**config.mk**
```make
export PLATFORM = sky130hd
export DESIGN_NAME = tft_lcd_driver_flat
export DESIGN_NICKNAME = d
export VERILOG_FILES = /design/src/rtl/tft_lcd_driver_pkg.sv /design/src/rtl/tft_lcd_driver_if.sv /design/src/rtl/tft_lcd_driver_clkgen.sv /design/src/rtl/tft_lcd_driver.sv /design/src/flat_wrapper.sv
export SDC_FILE = /design/constraint.sdc
export NUM_CORES = 1
export LEC_CHECK = 0
export BUFFER_PORTS_ARGS = -buffer_cell sky130_fd_sc_hd__buf_2
export CAP_MARGIN = 20
export CORE_MARGIN = 3
export CORE_UTILIZATION = 50
export CTS_BUF_LIST = sky130_fd_sc_hd__clkbuf_4 sky130_fd_sc_hd__clkbuf_8 sky130_fd_sc_hd__clkbuf_16
export DETAILED_ROUTE_END_ITERATION = 7
export GPL_ROUTABILITY_DRIVEN = 0
export PLACE_DENSITY = 0.85
export SYNTH_ARGS = -nofsm -noshare
export SYNTH_HDL_FRONTEND = slang
export SYNTH_HIERARCHICAL = 1
export SYNTH_SLANG_ARGS = --single-unit
```
**constraint.sdc**
```tcl
create_clock -name clk -period 6.1 [get_ports clk]
set_input_delay 0.61 -clock clk [delete_from_list [all_inputs] [get_ports clk]]
set_output_delay 0.61 -clock clk [all_outputs]
set_load 0.05 [all_outputs]
```
**src/rtl/tft_lcd_driver_pkg.sv**
```systemverilog
`default_nettype none
// ============================================================================
// Module   : tft_lcd_pkg
// Brief    : Shared types and constants for the TFT LCD serial driver.
//            Macro TFT_LCD_9BIT_EN widens each word to D/C bit + 8 data bits.
// Revision : 1.0 - initial release
// ============================================================================
package tft_lcd_pkg;

    localparam int C_CLK_DIV_DEFAULT = 2;

`ifdef TFT_LCD_9BIT_EN
    localparam int C_WORD_W = 9;
`else
    localparam int C_WORD_W = 8;
`endif

    localparam int C_BIT_CNT_W = 4;

    typedef enum logic [1:0] {
        IDLE  = 2'd0,
        SHIFT = 2'd1,
        HOLD  = 2'd2
    } state_t;

endpackage
`default_nettype wire

```
**src/rtl/tft_lcd_driver_if.sv**
```systemverilog
`default_nettype none
// ============================================================================
// Module   : tft_lcd_driver_if
// Brief    : Sequencer-side request bus and LCD pad signals of the driver.
//            Macro TFT_LCD_9BIT_EN adds the dc_i word-type bit.
// Revision : 1.0 - initial release
// ============================================================================
interface tft_lcd_driver_if;
    logic       en_i;
    logic [7:0] data_i;
    logic       stop_flag;
`ifdef TFT_LCD_9BIT_EN
    logic       dc_i;
`endif
    logic       lcd_cs_o;
    logic       lcd_scl_o;
    logic       lcd_sda_o;
    logic       byte_done_o;
    logic       busy_o;

    modport master (
        output en_i, data_i, stop_flag,
`ifdef TFT_LCD_9BIT_EN
        output dc_i,
`endif
        input  lcd_cs_o, lcd_scl_o, lcd_sda_o, byte_done_o, busy_o
    );

    modport slave (
        input  en_i, data_i, stop_flag,
`ifdef TFT_LCD_9BIT_EN
        input  dc_i,
`endif
        output lcd_cs_o, lcd_scl_o, lcd_sda_o, byte_done_o, busy_o
    );
endinterface
`default_nettype wire

```
**src/rtl/tft_lcd_driver_clkgen.sv**
```systemverilog
`default_nettype none
// ============================================================================
// Module   : tft_spi_clkgen
// Brief    : Half-period counter; o_tick marks the last cycle of each SCL phase.
// Revision : 1.0 - initial release
// ============================================================================
module tft_spi_clkgen
    import tft_lcd_pkg::*;
#(
    parameter int CLK_DIV = C_CLK_DIV_DEFAULT
) (
    input  wire  clk,
    input  wire  rst_n,
    input  wire  i_en,
    output logic o_tick
);
    localparam int C_CNT_W = (CLK_DIV > 1) ? $clog2(CLK_DIV) : 1;
    localparam logic [C_CNT_W-1:0] C_CNT_MAX = C_CNT_W'(CLK_DIV - 1);

    logic [C_CNT_W-1:0] r_cnt;

    // Held at zero while disabled so the first phase after start is full length.
    assign o_tick = i_en && (r_cnt == C_CNT_MAX);

    always_ff @(posedge clk or posedge rst_n) begin
        if (rst_n) begin
            r_cnt <= '0;
        end else if (!i_en || o_tick) begin
            r_cnt <= '0;
        end else begin
            r_cnt <= r_cnt + 1'b1;
        end
    end
endmodule
`default_nettype wire

```
**src/rtl/tft_lcd_driver.sv**
```systemverilog
`default_nettype none
// ============================================================================
// Module   : tft_lcd_driver
// Brief    : SPI mode-0 write-only transmitter for a TFT LCD command/data port.
//            Macro TFT_LCD_9BIT_EN sends a D/C bit ahead of each data byte.
// Revision : 1.0 - initial release
// ============================================================================
module tft_lcd_driver
    import tft_lcd_pkg::*;
#(
    parameter int CLK_DIV = C_CLK_DIV_DEFAULT
) (
    input  wire             clk,
    input  wire             rst_n,
    tft_lcd_driver_if.slave bus
);
    state_t                  r_state;
    state_t                  w_state_nxt;
    logic [C_WORD_W-1:0]     r_shreg;
    logic [C_BIT_CNT_W-1:0]  r_bit_cnt;
    logic                    r_phase;
    logic                    w_tick;
    logic                    w_last_bit;
    logic                    w_boundary;
    logic                    w_continue;
    logic [C_WORD_W-1:0]     w_load_word;

`ifdef TFT_LCD_9BIT_EN
    assign w_load_word = {bus.dc_i, bus.data_i};
`else
    assign w_load_word = bus.data_i;
`endif

    tft_spi_clkgen #(
        .CLK_DIV (CLK_DIV)
    ) u_clkgen (
        .clk    (clk),
        .rst_n  (rst_n),
        .i_en   (r_state != IDLE),
        .o_tick (w_tick)
    );

    assign w_last_bit = (r_bit_cnt == C_BIT_CNT_W'(C_WORD_W - 1));
    assign w_boundary = (r_state == SHIFT) && r_phase && w_tick && w_last_bit;
    assign w_continue = bus.en_i && !bus.stop_flag;

    always_ff @(posedge clk or posedge rst_n) begin
        if (rst_n) begin
            r_state <= IDLE;
        end else begin
            r_state <= w_state_nxt;
        end
    end

    always_comb begin
        w_state_nxt = r_state;
        case (r_state)
            IDLE:    if (bus.en_i)                 w_state_nxt = SHIFT;
            SHIFT:   if (w_boundary && !w_continue) w_state_nxt = HOLD;
            HOLD:    if (w_tick)                   w_state_nxt = IDLE;
            default: w_state_nxt = IDLE;
        endcase
    end

    // Shift register, bit counter and SCL phase; r_phase=1 is the SCL-high half.
    always_ff @(posedge clk or posedge rst_n) begin
        if (rst_n) begin
            r_shreg   <= '0;
            r_bit_cnt <= '0;
            r_phase   <= 1'b0;
        end else begin
            case (r_state)
                IDLE: begin
                    if (bus.en_i) begin
                        r_shreg   <= w_load_word;
                        r_bit_cnt <= '0;
                        r_phase   <= 1'b0;
                    end
                end
                SHIFT: begin
                    if (w_tick) begin
                        if (!r_phase) begin
                            r_phase <= 1'b1;
                        end else begin
                            r_phase <= 1'b0;
                            if (w_last_bit) begin
                                r_bit_cnt <= '0;
                                if (w_continue) begin
                                    r_shreg <= w_load_word;
                                end
                            end else begin
                                r_shreg   <= {r_shreg[C_WORD_W-2:0], 1'b0};
                                r_bit_cnt <= r_bit_cnt + 1'b1;
                            end
                        end
                    end
                end
                default: ;
            endcase
        end
    end

    always_comb begin
        bus.lcd_cs_o    = 1'b1;
        bus.lcd_scl_o   = 1'b0;
        bus.lcd_sda_o   = 1'b0;
        bus.byte_done_o = 1'b0;
        bus.busy_o      = 1'b0;
        case (r_state)
            SHIFT: begin
                bus.lcd_cs_o    = 1'b0;
                bus.lcd_scl_o   = r_phase;
                bus.lcd_sda_o   = r_shreg[C_WORD_W-1];
                bus.byte_done_o = w_boundary;
                bus.busy_o      = 1'b1;
            end
            HOLD: begin
                bus.lcd_cs_o = 1'b0;
                bus.busy_o   = 1'b1;
            end
            default: ;
        endcase
    end
endmodule
`default_nettype wire

```
**src/flat_wrapper.sv**
```systemverilog
// flat-port wrapper written by rule: the top's interface ports become plain ports
module tft_lcd_driver_flat import tft_lcd_pkg::*;
#(
    parameter int CLK_DIV = C_CLK_DIV_DEFAULT
)
  (clk, rst_n, bus_en_i, bus_data_i, bus_stop_flag, bus_lcd_cs_o, bus_lcd_scl_o, bus_lcd_sda_o, bus_byte_done_o, bus_busy_o);
  tft_lcd_driver_if bus_i ();
  input  wire clk;
  input  wire rst_n;
  input wire logic [$bits(bus_i.en_i)-1:0] bus_en_i;
  input wire logic [$bits(bus_i.data_i)-1:0] bus_data_i;
  input wire logic [$bits(bus_i.stop_flag)-1:0] bus_stop_flag;
  output wire logic [$bits(bus_i.lcd_cs_o)-1:0] bus_lcd_cs_o;
  output wire logic [$bits(bus_i.lcd_scl_o)-1:0] bus_lcd_scl_o;
  output wire logic [$bits(bus_i.lcd_sda_o)-1:0] bus_lcd_sda_o;
  output wire logic [$bits(bus_i.byte_done_o)-1:0] bus_byte_done_o;
  output wire logic [$bits(bus_i.busy_o)-1:0] bus_busy_o;
  assign bus_i.en_i = bus_en_i;
  assign bus_i.data_i = bus_data_i;
  assign bus_i.stop_flag = bus_stop_flag;
  assign bus_lcd_cs_o = bus_i.lcd_cs_o;
  assign bus_lcd_scl_o = bus_i.lcd_scl_o;
  assign bus_lcd_sda_o = bus_i.lcd_sda_o;
  assign bus_byte_done_o = bus_i.byte_done_o;
  assign bus_busy_o = bus_i.busy_o;
  tft_lcd_driver #(.CLK_DIV(CLK_DIV)) u_core (.clk(clk), .rst_n(rst_n), .bus(bus_i));
endmodule
```
-- Word-level counts from Yosys, hierarchy flattened
Cells that the tools add are included.
Widths: inputs -> output; s select.
- register bits after elaboration: 16
- output and inout port bits: 5
- add/sub/neg operators: 2
- equality and inequality tests: 9
- mux-type cells: 25
- reductions and logical operators: 18
- operators with widths (cell ; number):
    $mux 8 ; 5
    $mux 4 ; 4
    $pmux 8 s2 ; 1
    $mux 1 ; 9
    $ne 2x2->1 const B ; 4
    $pmux 4 s2 ; 1
    $logic_and 1x1->1 ; 6
    $mux 2 ; 3
    $pmux 2 s3 ; 1
    $reduce_and 3->1 ; 2
    $reduce_and 5->1 ; 1
    $add 4x1->4 const B ; 1
    $eq 4x3->1 const B ; 1
    $reduce_and 4->1 ; 1
    $reduce_bool 2->1 ; 2
    $logic_not 1->1 ; 3
    $ne 3x3->1 const B ; 1
    $eq 2x1->1 const B ; 1
    $eq 2x2->1 const B ; 1
    $logic_not 2->1 ; 1
    $ne 2x1->1 const B ; 1
    $pmux 1 s2 ; 1
    $reduce_or 2->1 ; 1
    $add 1x1->1 const B ; 1
    $logic_or 1x1->1 ; 1

-- Longest topological paths before layout
- word-level depth: 7
- mapped depth: 9
- mapped depth without buffers: 8

-- Modules after synthesis
The synthesis kept the hierarchy.
- by module, submodules not included (module ; times used ; cells an instance ; area each (um^2) ; seq. area each (um^2)):
    tft_lcd_driver ; 1 ; 77 ; 910.9 ; 375.4
    tft_spi_clkgen ; 1 ; 4 ; 45.0 ; 25.0

-- Worst setup path after synthesis
No wires, ideal clock.
- path kind: register -> output
- from: reg u_core.r_state[0]
- to: out bus_byte_done_o
- data arrival time: 1628 ps
- required time: 5490 ps
- slack: 3862 ps
- stages on the path, launching flop included: 7
- path buffers: 0
- path through: dfrtp_1 -> inv_1 -> ha_1 -> inv_1 -> and2_2 -> nand3_1 -> nor2_1
- cells in the longest elaborated chain, start to end: 5
- elaborated cells on any way between the ends: 7
- those cells by class: eq/ne: 1; mux: 1; reduce/logical: 5
- ends and longest elaborated chain (what ; RTL line ; source):
    start: declaration ; tft_lcd_driver.sv:17 ; state_t r_state;
    start signal: assignment ; tft_lcd_driver.sv:51 ; r_state <= w_state_nxt;
    $reduce_bool 2->1 ; tft_lcd_driver.sv:39 ; .i_en (r_state != IDLE),
    $logic_and 1x1->1 ; tft_lcd_driver_clkgen.sv:23 ; assign o_tick = i_en && (r_cnt == C_CNT_MAX);
    net u_core.w_tick ; tft_lcd_driver.sv:22 ; logic w_tick;
    $logic_and 1x1->1 (2 in series) ; tft_lcd_driver.sv:44 ; assign w_boundary = (r_state == SHIFT) && r_phase && w_tick && w_last_bit;
    $mux 1 ; tft_lcd_driver.sv:109 ; case (r_state)
    end: declaration ; flat_wrapper.sv:16 ; output wire logic [$bits(bus_i.byte_done_o)-1:0] bus_byte_done_o;
The timed path passes the listed nets, and every way through them passes these cells.

-- Worst setup path in the final report
Same ends and word-level chain as after synthesis.

==> implementation parameters <==
Parameter                              Value

Setup path
  Element type at the critical path end    output pin
  Data required time at the worst endpoint    5.49 ns
  Critical path's largest stage delay    0.40 ns
  Buf/Inv on CP    3
  Critical-path cell list    inv_1, ha_1, inv_1, and2_2, nand3_1, nor2_1, buf_2
  Slowest stage cell on the critical path    sky130_fd_sc_hd__dfrtp_1
  Highest fanout seen on the critical path    4
  Critical Path AT    between 1.5 and 2 ns
  Crit start category    flip-flop
  Most frequent CP cell    sky130_fd_sc_hd__inv_1
  Type of the worst setup path    flip-flop to output pin
  Critical path's top delay family    buffers and inverters

Detailed routing
  Total via count in the routed design    about 630
  Met3 WL post-DR    69 um
  Drt first-iter violations    3
  Per-cell via count in the routed design    5.09
  Highest metal layer used by the detailed router    met3
  Detail Route Antenna Nets    0
  Wirelength, routed    ~1500 um
  Post-detailed-route wirelength per cell    12.4 um
  Detailed Routing Iterations Pass 1    2
  DRT met1 WL    684 um
  Remaining routing DRC violations    0
  Length of routed met2 wiring    778 um

Power and ir drop
  Leakage    approximately 0.55 nW
  Worst vdd ir    0.000269 V
  Total power divided by cell area    562 nW/um^2
  Total power of the final layout    just over 0.6 mW

Floorplan
  Floorplan die width    49.7 um
  Site Rows    15
  Height of the chip    49.7 um
  Core ar.    1760 um^2
  Starting Density    0.542
  Num ports    17
  Total die area    2470 um^2

Layout
  Layout Utilization    0.611
  Number of inserted diodes    0
  Net total in the final layout    118
  Fillcell total    160
  Commonest non-fill, non-tap cells in the layout    sky130_fd_sc_hd__buf_2, sky130_fd_sc_hd__dfrtp_1, sky130_fd_sc_hd__inv_1, sky130_fd_sc_hd__mux2_2, sky130_fd_sc_hd__mux2_4
  Area of all sequential standard cells    400 um^2
  Area used by multi-input combinational logic    497 um^2
  Share of layout cells above drive strength 1    0.414
  Signed area change from the synthesized netlist to the final layout    12.8%

Synthesis
  Area leader, netlist    sky130_fd_sc_hd__dfrtp_1
  Part of the Yosys area used for sequential elements    0.419
  Cell types occupying the most area after synthesis    sky130_fd_sc_hd__dfrtp_1, sky130_fd_sc_hd__mux2_4, sky130_fd_sc_hd__mux2_2
  Summed instance area of the synthesized netlist    956 um^2
  Yosys reg bits    16
  Syn_area_per_cell    approximately 12 um^2
  Number of different library cells in the post-synthesis netlist    28
  Synthesis Warnings    6
  Gate count after technology mapping    81
  Synth Net Count    between 90 and 100
  Share of Yosys cell area claimed by the top area cell type    0.419

STA
  Period utilisation layout    0.386
  Sum Neg Setup Slack    0 ns
  Least setup slack across all paths after layout    about 3.7 ns
  Slew margin rel.    0.624
  Setup-violating endpoint count in the final report    0
  Setup skew after layout    0.00407 ns
  Tightest Pin Transition    0.564 ns
  Pins over their slew limit    0
  Endpoints failing hold    0
  Final critical-path required period    2.35 ns
  Max Freq    ~430 MHz
  RSZ-0062 raised after global routing    no

Global route
  Antenna violations before repair    0
  Gr ovfl total    0
  GRT Overall Usage    0.150
  Via count of the first global-routing pass    660
  Largest net degree at the start of global routing    16
  First-pass GRT wire length    between 2000 and 3000 um

Clock network
  Buffers inserted by post-CTS timing repair    0
  Clock latency on the worst-skew pair    0.28 ns
  Bufs on Longest Clock Path    2
  Hold buffers post-CTS    0
  Clock Sink Count    16
  TritonCTS clock tree    yes
  Root buffer selected by CTS    sky130_fd_sc_hd__clkbuf_4
  H-tree lvl count    1
  Clock slew at the register clock pins of the worst setup and hold paths    0.09 ns
  TritonCTS Buffers    3
  Number of gates given a new drive strength after cts    0

Placed design
  Number of buffer cells added on primary ports    16
  Post-Place Setup Slack    3.90 ns
  HPWL after detailed placement    1190 um

Outcome
  Result of the run    finished, final reports clean

Min path
  Min-delay worst type    primary input to async pin

Flow run
  Reported max-cap violation count    0
==> metal layers <==
metal	track usage	up-vias
met2	0.244	8
met4	0.0553	0
li1	-	315
met1	0.188	308
met3	0.0393	0
met5	0	-
==> sequential cells by signal, summed over array words and instances (netlist names) <==
register	flops
u_core/r_bit_cnt	4
u_core/r_phase	1
u_core/r_state	2
u_core/r_shreg	8
u_core/u_clkgen/r_cnt	1
==> cells in the mapped netlist, drive strengths merged <==
cell type and n:
o21ai 1, and2b 2, nand3b 1, mux2 16, mux2i 2, ha 6
a32o 1, buf 1, clkbuf 1, nor2 1, nor2b 1, a21oi 1
nand3 4, o221ai 1, dfrtp 16, nor3b 1, o21a 1, a21o 2
and2 3, or4 1, nand2 5, o31ai 2, nor3 1, or2 1
inv 9
==> worst register-to-register path: cells and delay by family, from the launching register on <==
| kind | cells | cell delay, ns |
|---|---|---|
| buffers and inverters | 1 | 0.12 |
| multiplexers | 2 | 0.54 |
| adder cells (fa/ha/maj) | 1 | 0.37 |
| AND/OR/NAND/NOR | 1 | 0.42 |
| flip-flops | 1 | 0.41 |
| AO/OA/AOI/OAI | 1 | 0.24 |
==> stage by stage <==
stage	area [um^2]	hold WS [ns]	cells
3_3_place_gp	1040	0.453	120
3_5_place_dp	1040	0.454	120
6_report	1080	0.150	124
4_1_cts	1080	0.133	124
2_1_floorplan	956	0.339	81
5_1_grt	1080	0.135	124
==> final timing paths <==
| path | from | to | slack, ns | cells after the start |
|---|---|---|---|---|
| max | u_core/r_state[0] | bus_byte_done_o | 3.75 | 7 |
| min | rst_n | u_core/u_clkgen/r_cnt | 0.15 | 2 |
| max reg2reg | u_core/r_state[1] | u_core/r_shreg[7] | 3.88 | 6 |
| min reg2reg | u_core/r_bit_cnt[2] | u_core/r_bit_cnt[2] | 0.51 | 1 |
| max in group asynchronous | rst_n | u_core/r_shreg[2] | 5.35 | 2 |
| min in group clk | u_core/r_bit_cnt[2] | u_core/r_bit_cnt[2] | 0.51 | 1 |
==> cell families after synthesis <==
group / synth area share
compound gates: 0.0785
fa+ha+maj: 0.0785
buf+inv: 0.0615
flops: 0.419
mux: 0.237
simple gates: 0.126
==> report_power, final <==
group	total [mW]	switching, mW	leakage (nW)	internal [mW]
clock	0.0686	0.0323	0.0210	0.0363
combinational	0.353	0.186	0.329	0.167
sequential	0.185	0.0302	0.199	0.154
==> cell type report <==
class,instances,share of cell area
inverter,9,0.0313
tap,25,0.0290
sequential,16,0.371
multi-input combinational,54,0.461
clock buffer,4,0.0336
timing repair buffer,16,0.0742
(Power assumes the default switching activity.)
